**config.mk**
```make
export PLATFORM = sky130hd
export DESIGN_NAME = sub_operand_seq_flat
export DESIGN_NICKNAME = d
export VERILOG_FILES = /design/src/rtl/sub_operand_seq_if.sv /design/src/rtl/sub_operand_seq.sv /design/src/flat_wrapper.sv
export SDC_FILE = /design/constraint.sdc
export NUM_CORES = 1
export LEC_CHECK = 0
export CAP_MARGIN = 20
export CORE_MARGIN = 2
export CORE_UTILIZATION = 45
export CTS_CLUSTER_DIAMETER = 150
export DETAILED_ROUTE_END_ITERATION = 6
export PLACE_DENSITY = 0.87
export REMOVE_ABC_BUFFERS = 1
export SLEW_MARGIN = 20
export SYNTH_ARGS = -nofsm -noshare
export SYNTH_HDL_FRONTEND = slang
export SYNTH_SLANG_ARGS = --single-unit
```
**constraint.sdc**
```tcl
create_clock -name clk -period 3.1 [get_ports clk]
set_input_delay 0.62 -clock clk [delete_from_list [all_inputs] [get_ports clk]]
set_output_delay 0.62 -clock clk [all_outputs]
set_load 0.03 [all_outputs]
```
**src/rtl/sub_operand_seq_if.sv**
```systemverilog
// Byte-stream input, subtractor drive/return and result output of the subtract sequencer.
// The slave modport is the sequencer side; the master modport is the surrounding environment.
interface sub_operand_seq_if #(
    parameter int WIDTH = 8,
    parameter int CNT_W = 8
);
    logic [WIDTH-1:0] in_data;
    logic             in_valid;
    logic             in_ready;
    logic [WIDTH-1:0] sub_a;
    logic [WIDTH-1:0] sub_b;
    logic             sub_en;
    logic [WIDTH:0]   sub_t;
    logic [WIDTH:0]   out_res;
    logic             out_zero;
    logic             out_borrow;
    logic             out_valid;
    logic             out_ready;
    logic [CNT_W-1:0] op_cnt;

    modport slave (
        input  in_data, in_valid, sub_t, out_ready,
        output in_ready, sub_a, sub_b, sub_en, out_res, out_zero, out_borrow, out_valid, op_cnt
    );

    modport master (
        output in_data, in_valid, sub_t, out_ready,
        input  in_ready, sub_a, sub_b, sub_en, out_res, out_zero, out_borrow, out_valid, op_cnt
    );
endinterface

```
**src/rtl/sub_operand_seq.sv**
```systemverilog
// Loads A then B, pulses the subtractor enable for one cycle and holds the captured result.
// Result valid one cycle after the EXEC edge; stalls in DONE (in_ready=0) until out_ready.
module sub_operand_seq #(
    parameter int WIDTH = 8,
    parameter int CNT_W = 8
) (
    input  logic                 clk,
    input  logic                 rst_n,
    sub_operand_seq_if.slave     bus
);

    typedef enum logic [1:0] {
        IDLE   = 2'd0,
        LOAD_B = 2'd1,
        EXEC   = 2'd2,
        DONE   = 2'd3
    } state_e;

    state_e           state_q, state_d;
    logic [WIDTH-1:0] sub_a_q, sub_a_d;
    logic [WIDTH-1:0] sub_b_q, sub_b_d;
    logic [WIDTH:0]   out_res_q, out_res_d;
    logic             out_zero_q, out_zero_d;
    logic             out_borrow_q, out_borrow_d;
    logic [CNT_W-1:0] op_cnt_q, op_cnt_d;

    logic in_ready;
    logic sub_en;
    logic out_valid;

    always_ff @(posedge clk) begin
        if (!rst_n) begin
            state_q      <= IDLE;
            sub_a_q      <= '0;
            sub_b_q      <= '0;
            out_res_q    <= '0;
            out_zero_q   <= 1'b0;
            out_borrow_q <= 1'b0;
            op_cnt_q     <= '0;
        end else begin
            state_q      <= state_d;
            sub_a_q      <= sub_a_d;
            sub_b_q      <= sub_b_d;
            out_res_q    <= out_res_d;
            out_zero_q   <= out_zero_d;
            out_borrow_q <= out_borrow_d;
            op_cnt_q     <= op_cnt_d;
        end
    end

    // sub_t is only trusted while the enable is up, so it is sampled in EXEC alone.
    always_comb begin
        state_d      = state_q;
        sub_a_d      = sub_a_q;
        sub_b_d      = sub_b_q;
        out_res_d    = out_res_q;
        out_zero_d   = out_zero_q;
        out_borrow_d = out_borrow_q;
        op_cnt_d     = op_cnt_q;
        case (state_q)
            IDLE: begin
                if (bus.in_valid) begin
                    sub_a_d = bus.in_data;
                    state_d = LOAD_B;
                end
            end
            LOAD_B: begin
                if (bus.in_valid) begin
                    sub_b_d = bus.in_data;
                    state_d = EXEC;
                end
            end
            EXEC: begin
                out_res_d    = bus.sub_t;
                out_zero_d   = (bus.sub_t[WIDTH-1:0] == '0);
                out_borrow_d = bus.sub_t[WIDTH];
                state_d      = DONE;
            end
            DONE: begin
                if (bus.out_ready) begin
                    op_cnt_d = op_cnt_q + CNT_W'(1);
                    state_d  = IDLE;
                end
            end
            default: state_d = IDLE;
        endcase
    end

    always_comb begin
        in_ready  = 1'b0;
        sub_en    = 1'b0;
        out_valid = 1'b0;
        case (state_q)
            IDLE:    in_ready  = 1'b1;
            LOAD_B:  in_ready  = 1'b1;
            EXEC:    sub_en    = 1'b1;
            DONE:    out_valid = 1'b1;
            default: ;
        endcase
    end

    assign bus.in_ready   = in_ready;
    assign bus.sub_en     = sub_en;
    assign bus.out_valid  = out_valid;
    assign bus.sub_a      = sub_a_q;
    assign bus.sub_b      = sub_b_q;
    assign bus.out_res    = out_res_q;
    assign bus.out_zero   = out_zero_q;
    assign bus.out_borrow = out_borrow_q;
    assign bus.op_cnt     = op_cnt_q;

endmodule

```
**src/flat_wrapper.sv**
```systemverilog
// flat-port wrapper written by rule: the top's interface ports become plain ports
module sub_operand_seq_flat 
#(
    parameter int WIDTH = 8,
    parameter int CNT_W = 8
)
  (clk, rst_n, bus_in_data, bus_in_valid, bus_sub_t, bus_out_ready, bus_in_ready, bus_sub_a, bus_sub_b, bus_sub_en, bus_out_res, bus_out_zero, bus_out_borrow, bus_out_valid, bus_op_cnt);
  sub_operand_seq_if #(.WIDTH(WIDTH), .CNT_W(CNT_W)) bus_i ();
  input  logic clk;
  input  logic rst_n;
  input wire logic [$bits(bus_i.in_data)-1:0] bus_in_data;
  input wire logic [$bits(bus_i.in_valid)-1:0] bus_in_valid;
  input wire logic [$bits(bus_i.sub_t)-1:0] bus_sub_t;
  input wire logic [$bits(bus_i.out_ready)-1:0] bus_out_ready;
  output wire logic [$bits(bus_i.in_ready)-1:0] bus_in_ready;
  output wire logic [$bits(bus_i.sub_a)-1:0] bus_sub_a;
  output wire logic [$bits(bus_i.sub_b)-1:0] bus_sub_b;
  output wire logic [$bits(bus_i.sub_en)-1:0] bus_sub_en;
  output wire logic [$bits(bus_i.out_res)-1:0] bus_out_res;
  output wire logic [$bits(bus_i.out_zero)-1:0] bus_out_zero;
  output wire logic [$bits(bus_i.out_borrow)-1:0] bus_out_borrow;
  output wire logic [$bits(bus_i.out_valid)-1:0] bus_out_valid;
  output wire logic [$bits(bus_i.op_cnt)-1:0] bus_op_cnt;
  assign bus_i.in_data = bus_in_data;
  assign bus_i.in_valid = bus_in_valid;
  assign bus_i.sub_t = bus_sub_t;
  assign bus_i.out_ready = bus_out_ready;
  assign bus_in_ready = bus_i.in_ready;
  assign bus_sub_a = bus_i.sub_a;
  assign bus_sub_b = bus_i.sub_b;
  assign bus_sub_en = bus_i.sub_en;
  assign bus_out_res = bus_i.out_res;
  assign bus_out_zero = bus_i.out_zero;
  assign bus_out_borrow = bus_i.out_borrow;
  assign bus_out_valid = bus_i.out_valid;
  assign bus_op_cnt = bus_i.op_cnt;
  sub_operand_seq #(.WIDTH(WIDTH), .CNT_W(CNT_W)) u_core (.clk(clk), .rst_n(rst_n), .bus(bus_i));
endmodule
```
======== After elaboration in Yosys (flattened, before gate mapping) ========
Index checks and enable logic that the tools add are counted.
cells by class
  bitwise gates (word level) .............. 0
  div/mod/pow operators ................... 0
  multipliers ............................. 0
  equal/unequal tests ..................... 6
  muxes and demuxes ....................... 7
  shift operators ......................... 0
  order comparisons ....................... 0
  add/subtract/negate cells ............... 1
  reductions and logical operators ........ 7
operators with widths
  cell                                                  number
  adder 8 x 1 -> 8 bit (second input constant)          1
  zero test 8 bit                                       1
  one-hot mux 2 bit (4 select lines)                    1
  2-to-1 mux 2 bit                                      3
  inequality test 2 bit (second input constant)         3
  AND reduction 2 bit                                   3
  equality test 2 bit (second input constant)           2
  2-to-1 mux 1 bit                                      3
  AND reduction 3 bit                                   1
  equality test 2 x 1 -> 1 bit (second input constant)  1
  zero test 2 bit                                       1
  OR reduction 2 bit                                    1
storage, ports and cells
  output and inout port bits .............. 38
  ROM bits ................................ 0
  input bits .............................. 21
  word-level logic and storage cells ...... 28
  memories ................................ 0
  register bits ........................... 37
  bits in latches ......................... 0
  bits in writable memories ............... 0

======== Logic depth before layout (Yosys ltp) ========
Gate-level depths: netlist (run 1).
  depth after elaboration ................. 3
  depth in mapped cells ................... 6
  mapped depth without buffers ............ 5

======== Least setup slack after synthesis (run 1) ========
OpenSTA, ideal clock, no wires.
  kind .................................... reg-to-output
  from .................................... register u_core.state_q[0]
  to ...................................... output bus_in_ready
  arrival ................................. 1.224 ns
  setup slack ............................. 1.256 ns
  stages on the path, launching flop included .. 5
  required time ........................... 2.480 ns
  path buffers ............................ 1
  path through ............................ dfxtp_1 -> inv_1 -> ha_1 -> clkbuf_1 -> or2_2
on the way
  cells in the longest elaborated chain, start to end .. 3
RTL lines
  element                                                                 line                   text
  start, declared                                                         sub_operand_seq.sv:19  state_e state_q, state_d;
  start signal, assigned                                                  sub_operand_seq.sv:41  state_q <= state_d;
  equality test 2 x 1 -> 1 bit / zero test 2 bit (equally long branches)  sub_operand_seq.sv:93  case (state_q)
  OR reduction 2 bit (no source line) *                                   -
  2-to-1 mux 1 bit *                                                      sub_operand_seq.sv:93
  end, declared                                                           flat_wrapper.sv:15     output wire logic [$bits(bus_i.in_ready)-1:0] bus_in_ready;
Mark *: on every way between the ends. The rest lies on a longest branch, timed or not.

======== Worst setup path in the final report (run 1) ========
Ends and elaborated chain as after synthesis.

==> run metrics, run 1 <==
Initial Util=0.476; Worst path slowest cell=clkdlybuf4s50_1; Final period util=0.879; CTS Sinks=36; hold path cells=2; worst slack, placed=between 0.7 and 0.8 ns; Sum Neg Setup Slack=0 ns; Hold Path Class=register to register; via count normalized by instance count=between 4 and 5; Die Footprint=approximately 0.0037 mm2; CTS resizes=0; crit end category=output port; largest net degree at the start of global routing=21; worst setup margin=about 0.38 ns; R2R Setup Slk=1.49 ns; most common cell after layout, fill and taps aside=clkdlybuf4s50_1; CTS Buffer Depth=2; Register-to-Register Path Depth=4; Final setup viols=0; Synth Warn #=0; crit-path cells=inv_1, ha_1, or2_2, clkdlybuf4s50_1; Area Growth Syn to Fin=46.6%; hold_sp=u_core.bus.sub_b[5]$_SDFFE_PN0P_; max_cap viols=0; Int Pwr=slightly above 0.9 mW; Slew @ Worst Pin=0.589 ns; first-pass GRT wire length=approximately 5 mm; WP data required=2.48 ns; Worst path max stage delay=between 0.5 and 0.6 ns; Cell variety after synth=30; Util after Layout=0.698; I/O Buffers=58; CP Max Fanout=12; Syn Inst Count=between 150 and 200; Seq cells post-synth=36; clock root cell=clkbuf_4; WHS=between 0.4 and 0.5 ns; number of synthesized flops with an enable pin=0; status=complete, no violations; CTS tree=done; Residual DRC=0; Psw=~0.56 mW; diode count=0; crit path kind=register to output port; Cell Area, Synth=approximately 0.0015 mm2; routed vias=roughly 1400; initial antenna violation count=0; Comb pwr share=0.431; Final Critical Period=2.72 ns; drt first pass iters=6; FF-to-FF End=u_core.bus.op_cnt[7]$_SDFFE_PN0P_; fmax=between 0.3 and 0.4 GHz; GP Congestion=0.848; CTS Buf Count=5; Max IR drop VDD=~0.43 mV; skew final=about 0.0063 ns; Worst-path clk slew=0.10 ns; clock power share=0.181; relative slew slack=0.606; DP Wirelength=roughly 2.4 mm; overall power=between 1 and 1.5 mW; sequential area share after synthesis=0.491; GRT Resource Usage Total=0.184; WL per Instance=roughly 12 um; static leakage=between 0.7 and 0.8 nW; CTS Hold Buffers Added=0; Nets=between 200 and 300; RSZ-0062 raised after global routing=no; Routed Antenna Nets=0; grt total ovfl=0; share of layout cells above drive strength 1=0.0617; syn_area_per_cell=8.73 um2; Die H=61.1 um; post-CTS setup buffer count=0; Initial DRC Count=42; pwr/cell area=around 690 mW/mm2; Net Sw Frac=0.374; Worst Path Arrival=approximately 2.1 ns; Final Hold Viols=0; Post-synth ARST share=0; DRT Wirelength=approximately 3.2 mm; IO Pins=59; register share of total power=0.388; CTS H-tree depth=2; total core area=between 0.003 and 0.004 mm2; chip width=just over 60 um; Hold Path End=u_core.bus.sub_b[5]$_SDFFE_PN0P_; Rows=20; RR Startpoint=u_core.state_q[0]$_SDFFE_PN0P_; startpoint types=register; prevailing post-synth register cell=dfxtp_1; most frequent cells in the layout=clkdlybuf4s50_1 (58), dfxtp_1 (36), a21oi_1 (25), nand3_1 (21), nand2_1 (21); vias in the first global route=between 1000 and 1500; clock latency on the worst-skew pair=around 0.33 ns; Slew Limit Fails=0
## power groups by stage
stage / registers [mW] / logic (mW) / clock network (mW)
finish: 0.576 / 0.641 / 0.269
global route: 0.585 / 0.696 / 0.296
CTS: 0.577 / 0.646 / 0.279
detailed placement: 0.587 / 0.641 / 0
global placement: 0.583 / 0.632 / 0
floorplan: 0.700 / 0.289 / 0
## worst max-delay path, delay by kind of cell, from the launching register on
kind | cells | cell delay, ns
buffers and inverters | 2 | 0.69
adders and majority gates | 1 | 0.34
and+or+nand+nor | 1 | 0.33
DFF | 1 | 0.40
## sequential cells by signal, indices dropped and copies added, names as in the netlist
name / flops
u_core.bus.out_res: 9
u_core.bus.op_cnt: 8
u_core.bus.sub_a: 8
u_core.bus.sub_b: 8
u_core.state_q: 2
u_core.bus.out_zero: 1
## Yosys cell counts (2+ instances only)
library cell | instances | share of area
inv_1 | 4 | 0.010
nor4_1 | 3 | 0.013
nand3_1 | 21 | 0.072
ha_1 | 6 | 0.051
o21ai_0 | 5 | 0.017
mux2i_1 | 9 | 0.061
clkbuf_1 | 3 | 0.0077
a21oi_1 | 25 | 0.085
nor2_1 | 11 | 0.028
buf_2 | 2 | 0.0068
dfxtp_1 | 36 | 0.49
nand2_1 | 21 | 0.054
or3_1 | 3 | 0.013
buf_1 | 3 | 0.0077
## through the flow
stage	instances	cell area, um2
global route	271	2150
finish	271	2150
CTS	271	2150
global placement	264	2080
floorplan	159	1430
detailed placement	264	2080
## worst max-delay path by stage
stage                                         from           end  slack (ns)  depth (start not counted)
floorplan           u_core.state_q[0]$_SDFFE_PN0P_  bus_in_ready        1.34                          3
global placement    u_core.state_q[0]$_SDFFE_PN0P_  bus_in_ready        0.81                          4
detailed placement  u_core.state_q[0]$_SDFFE_PN0P_  bus_in_ready        0.75                          4
CTS                 u_core.state_q[0]$_SDFFE_PN0P_  bus_in_ready        0.37                          4
global route        u_core.state_q[0]$_SDFFE_PN0P_  bus_in_ready        0.26                          4
finish              u_core.state_q[0]$_SDFFE_PN0P_  bus_in_ready        0.38                          4
## layout make-up
cell class / count / area [um2]
clock buffers: 7 / 65.1
multi-input cells: 118 / 687
repair buffers: 61 / 603
flip-flops and latches: 36 / 721
inverters: 5 / 18.8
fillers: 270 / 928
well taps: 44 / 55.1
## kinds of logic after synthesis
| family | Yosys count | synth area share |
|---|---|---|
| AO/OA/AOI/OAI | 33 | 0.119 |
| XOR/XNOR | 2 | 0.0119 |
| adder cells (fa/ha/maj) | 6 | 0.0512 |
| buffers and inverters | 14 | 0.0401 |
| flip-flops | 36 | 0.491 |
| multiplexers | 9 | 0.0614 |
| AND/OR/NAND/NOR | 68 | 0.224 |
## layer usage
layer	part of all wire	vias up	global-route usage
met2	0.47	52	0.321
met3	0.082	6	0.0588
met1	0.43	599	0.213
met4	0.017	0	0.0652
met5	0	-	0
li1	-	693	-
Power figures use the tool's default switching activity.
==> run 2: changes to the inputs <==
- CORE_ASPECT_RATIO: not set -> 1.1
==> run metrics, run 2 (same netlist as run 1, synthesis figures left out) <==
status=complete, no violations; CP Max Fanout=12 (unchanged); DP Wirelength=2.33 mm (-2.1%); Residual DRC=0 (unchanged); most frequent cells in the layout=clkdlybuf4s50_1 (58), dfxtp_1 (36), a21oi_1 (25), nand3_1 (21), nand2_1 (21); CTS Sinks=36 (unchanged); total core area=0.00307 mm2 (-0.12%); Max IR drop VDD=0.541 mV (+25%); crit-path cells=inv_1, ha_1, or2_2, clkdlybuf4s50_1; grt peak-use layer=met2; Initial DRC Count=43 (+2.4%); CTS Hold Buffers Added=0 (unchanged); Register-to-Register Path Depth=4 (unchanged); Hold Path Class=register to register; Slew Limit Fails=0 (unchanged); fmax=0.369 GHz (+0.54%); Sum Neg Setup Slack=0 ns (unchanged); CTS Buffer Depth=2 (unchanged); static leakage=0.770 nW (+1.2%); CTS resizes=0 (unchanged); Final setup viols=0 (unchanged); GRT Resource Usage Total=0.177 (-0.00781); DRT Wirelength=3.34 mm (+3.3%); Final Critical Period=2.71 ns (-0.0146 ns); post-CTS setup buffer count=0 (unchanged); routed vias=1362 (+0.89%); Rows=21 (+5.0%); initial antenna violation count=0 (unchanged); WHS=0.458 ns (+0.00103 ns); GR Util met1=0.199 (-0.0134); Multi-input gate area=687 um2 (unchanged); R2R Setup Slk=1.44 ns (-0.05 ns); diode count=0 (unchanged); end of the critical path=bus_in_ready; grt total ovfl=0 (unchanged); most common cell after layout, fill and taps aside=clkdlybuf4s50_1; startpoint types=register; crit end category=output port; Routed Antenna Nets=0 (unchanged); grt met2 use=0.303 (-0.0173); WP data required=2.48 ns (about the same); Worst-path clk slew=0.11 ns (about the same); CTS Buf Count=5 (unchanged); Area Growth Syn to Fin=47.3%; Initial Util=0.477 (+0.000582); overall power=1.58 mW (+6.0%); chip width=58.4 um (-4.3%); Register Area=721 um2 (unchanged); Die H=63.9 um (+4.6%); Final Hold Viols=0 (unchanged); vias in the first global route=1121 (-6.7%); crit path kind=register to output port; relative slew slack=0.611 (+0.00498); Fillers=269 (-0.37%); GRT met3 Usage=0.0607 (+0.00191); RSZ-0062 raised after global routing=no; FF-to-FF End=u_core.bus.op_cnt[7]$_SDFFE_PN0P_; Die Footprint=0.00373 mm2 (about the same); clock root cell=clkbuf_4; first-pass GRT wire length=4.97 mm (-0.96%); GP Congestion=0.822 (-3.0%); IO Pins=59 (unchanged); Worst path max stage delay=0.59 ns (about the same); drt first pass iters=4 (-2); Final period util=0.874 (-0.00471); largest net degree at the start of global routing=37 (+76%); Slew @ Worst Pin=0.581 ns (-0.00745 ns); number of flip-flops in the largest register=9 (unchanged); CTS H-tree depth=2 (unchanged); I/O Buffers=58 (unchanged); RR Startpoint=u_core.state_q[0]$_SDFFE_PN0P_; CTS tree=done; via count normalized by instance count=5.22 (+4.8%); share of layout cells above drive strength 1=0.0617 (unchanged); Worst path slowest cell=clkdlybuf4s50_1; pwr/cell area=730 mW/mm2 (+5.5%); skew final=0.00926 ns (+0.00298 ns); CP Launch Point=u_core.state_q[0]$_SDFFE_PN0P_; Nets=253 (-0.39%); clock latency on the worst-skew pair=0.33 ns (about the same); Worst Path Arrival=2.09 ns (about the same); WL per Instance=12.8 um (+7.3%); max_cap viols=0 (unchanged)
## run 2: routing by layer
layer,vias up,share of wire
li1,698,-
met1,606,0.42
met2,53,0.48
met3,5,0.082
met4,0,0.014
met5,-,0
## run 2: worst min-delay path by stage
stage / from / to / slack [ns] / cells past startpoint
global placement: u_core.bus.sub_a[5]$_SDFFE_PN0P_ / u_core.bus.sub_a[5]$_SDFFE_PN0P_ / 0.44 / 2
global route: u_core.bus.sub_b[0]$_SDFFE_PN0P_ / u_core.bus.sub_b[0]$_SDFFE_PN0P_ / 0.48 / 2
finish: u_core.bus.sub_b[5]$_SDFFE_PN0P_ / u_core.bus.sub_b[5]$_SDFFE_PN0P_ / 0.46 / 2
detailed placement: u_core.bus.sub_b[5]$_SDFFE_PN0P_ / u_core.bus.sub_b[5]$_SDFFE_PN0P_ / 0.45 / 2
CTS: u_core.bus.sub_b[5]$_SDFFE_PN0P_ / u_core.bus.sub_b[5]$_SDFFE_PN0P_ / 0.46 / 2
floorplan: u_core.state_q[1]$_SDFFE_PN0P_ / u_core.state_q[1]$_SDFFE_PN0P_ / 0.49 / 2
## run 2: metrics by stage
step	cell area, um2	utilization	setup slack (ns)	instances
3_3_place_gp	2060	0.672	0.805	253
6_report	2160	0.702	0.390	261
2_1_floorplan	1430	-	1.34	159
3_5_place_dp	2060	0.672	0.763	253
5_1_grt	2160	0.702	0.286	261
4_1_cts	2160	0.702	0.369	261
## run 2: power by group
group	leakage, nW	internal, mW	switching (mW)	total, mW
registers	0.293	0.533	0.0434	0.576
clock network	0.0515	0.214	0.147	0.361
logic	0.426	0.269	0.371	0.639
## run 2: area by class of cell
cell class                 count  area share
sequential                    36       0.334
multi-input combinational    118       0.318
timing repair buffer          60       0.276
clock buffer                   7      0.0301
tap                           34      0.0197
clock inverter                 1      0.0139
inverter                       5     0.00869
## run 2: critical path, delay by kind of cell (launching register included)
| kind | cells | cell delay, ns |
|---|---|---|
| and+or+nand+nor | 1 | 0.33 |
| buffers and inverters | 2 | 0.69 |
| adders and majority gates | 1 | 0.33 |
| DFF | 1 | 0.40 |
==> run 3: changes to the inputs <==
--- a/config.mk
+++ b/config.mk
@@ -9,5 +9,6 @@
 export CORE_ASPECT_RATIO = 1.1
-export CORE_MARGIN = 2
+export CORE_MARGIN = 5
 export CORE_UTILIZATION = 45
 export CTS_CLUSTER_DIAMETER = 150
+export CTS_CLUSTER_SIZE = 10
 export DETAILED_ROUTE_END_ITERATION = 6
--- a/constraint.sdc
+++ b/constraint.sdc
@@ -3,2 +3,2 @@
 set_output_delay 0.62 -clock clk [all_outputs]
-set_load 0.03 [all_outputs]
+set_load 0.1 [all_outputs]
==> run metrics, run 3 (same netlist as run 1, synthesis figures left out) <==
via count normalized by instance count=5.26 (+0.83%); max_cap viols=0 (unchanged); Register-to-Register Path Depth=4 (unchanged); largest net degree at the start of global routing=25 (-32%); grt peak-use layer=met2; Sum Neg Setup Slack=0 ns (unchanged); Initial DRC Count=85 (+98%); overall power=1.82 mW (+16%); WL per Instance=13.2 um (+2.9%); Multi-input gate area=687 um2 (unchanged); CTS Buf Count=5 (unchanged); Slew Limit Fails=0 (unchanged); R2R Setup Slk=1.50 ns (+0.06 ns); Register Area=721 um2 (unchanged); CTS resizes=0 (unchanged); clock root cell=clkbuf_4; Die H=69.9 um (+9.4%); hold path cells=2 (unchanged); Nets=253 (unchanged); skew final=0.00281 ns (-0.00645 ns); status=complete, no violations; hold_sp=u_core.bus.sub_b[1]$_SDFFE_PN0P_; startpoint types=register; Residual DRC=0 (unchanged); Fillers=286 (+6.3%); Initial Util=0.473 (-0.00404); relative slew slack=0.568 (-0.0428); DP Wirelength=2.59 mm (+11%); Hold Path Class=register to register; Worst Path Arrival=1.76 ns (-0.33 ns); CP Max Fanout=12 (unchanged); GRT Resource Usage Total=0.161 (-0.0151); initial antenna violation count=0 (unchanged); Rows=21 (unchanged); Final setup viols=0 (unchanged); FF-to-FF End=u_core.bus.op_cnt[7]$_SDFFE_PN0P_; Area Growth Syn to Fin=37.5%; chip width=64.4 um (+10%); diode count=0 (unchanged); CTS Buffer Depth=2 (unchanged); GRT met3 Usage=0.0753 (+0.0146); fmax=0.420 GHz (+14%); Hold Path End=u_core.bus.sub_b[1]$_SDFFE_PN0P_; vias in the first global route=1301 (+16%); Max IR drop VDD=0.578 mV (+6.9%); Die Footprint=0.00450 mm2 (+21%); I/O Buffers=58 (unchanged); Slew @ Worst Pin=0.643 ns (+0.0620 ns); routed vias=1368 (+0.44%); post-CTS setup buffer count=0 (unchanged); RSZ-0062 raised after global routing=no; most frequent cells in the layout=buf_4 (40), dfxtp_1 (36), a21oi_1 (25), nand3_1 (21), nand2_1 (21); Worst-path clk slew=0.10 ns (about the same); total core area=0.00310 mm2 (+0.85%); crit end category=output port; CTS H-tree depth=2 (unchanged); WP data required=2.48 ns (about the same); crit path kind=register to output port; GR Util met1=0.193 (-0.00579); most common cell after layout, fill and taps aside=buf_4; drt first pass iters=4 (unchanged); RR Startpoint=u_core.state_q[0]$_SDFFE_PN0P_; Routed Antenna Nets=0 (unchanged); CTS Sinks=36 (unchanged); first-pass GRT wire length=5.73 mm (+15%); Final Critical Period=2.38 ns (-0.331 ns); grt met2 use=0.256 (-0.0476); share of layout cells above drive strength 1=0.221 (+0.160); number of flip-flops in the largest register=9 (unchanged); CTS Hold Buffers Added=0 (unchanged); Final period util=0.767 (-0.107); DRT Wirelength=3.42 mm (+2.5%); GP Congestion=0.807 (-1.8%); CTS tree=done; static leakage=0.819 nW (+6.4%); Final Hold Viols=0 (unchanged); grt total ovfl=0 (unchanged); pwr/cell area=904 mW/mm2 (+24%); IO Pins=59 (unchanged); clock latency on the worst-skew pair=0.33 ns (about the same)
-- run 3: cell count changes in the layout (fill, tap and decap cells not counted) --
| cell | previous run | this run |
|---|---|---|
| buf_4 | 2 | 40 |
| clkdlybuf4s50_1 | 58 | 20 |
| clkbuf_8 | 2 | 0 |
| bufinv_16 | 1 | 0 |
| clkbuf_1 | 0 | 1 |
| clkinv_2 | 0 | 1 |
-- run 3: per-layer routing --
metal	wire length, um	share of wire
met2	1620	0.47
met3	293	0.086
met5	0	0
met4	44	0.013
met1	1460	0.43
-- run 3: cell type report --
cell class / count / area share
Sequential cell: 36 / 0.358
Clock buffer: 6 / 0.0205
Timing Repair Buffer: 60 / 0.248
Clock inverter: 1 / 0.00248
Multi-Input combinational cell: 118 / 0.341
Inverter: 5 / 0.00931
Tap cell: 34 / 0.0211
-- run 3: critical path, stage by stage (launching register included) --
cell and delay (ns):
dfxtp_1 0.41, inv_1 0.10, ha_1 0.34, or2_2 0.34, buf_4 0.23
-- run 3: how the worst max path moves through the flow --
stage / cells past startpoint / start / slack, ns / endpoint
after floorplan: 4 / u_core.state_q[0]$_SDFFE_PN0P_ / 0.90 / u_core.bus.op_cnt[7]$_SDFFE_PN0P_
after global placement: 4 / rst_n / 0.92 / u_core.bus.sub_b[1]$_SDFFE_PN0P_
after detailed placement: 4 / rst_n / 0.87 / u_core.bus.sub_a[1]$_SDFFE_PN0P_
after CTS: 4 / u_core.state_q[0]$_SDFFE_PN0P_ / 0.70 / bus_in_ready
after global routing: 4 / u_core.state_q[0]$_SDFFE_PN0P_ / 0.61 / bus_in_ready
final: 4 / u_core.state_q[0]$_SDFFE_PN0P_ / 0.72 / bus_in_ready
-- run 3: metrics by stage --
stage / instance area (um2) / std cells / util / hold slack, ns / setup WS, ns
after CTS: 2020 / 260 / 0.650 / 0.461 / 0.699
after global placement: 1970 / 253 / 0.635 / 0.444 / 0.920
after global routing: 2020 / 260 / 0.650 / 0.480 / 0.615
after detailed placement: 1970 / 253 / 0.635 / 0.447 / 0.868
final: 2020 / 260 / 0.650 / 0.458 / 0.721
after floorplan: 1430 / 159 / - / 0.487 / 0.899
-- run 3: power by group --
part	switching [mW]	total [mW]	internal [mW]
clock	0.140	0.223	0.0834
sequential	0.0442	0.577	0.533
combinational	0.782	1.02	0.240
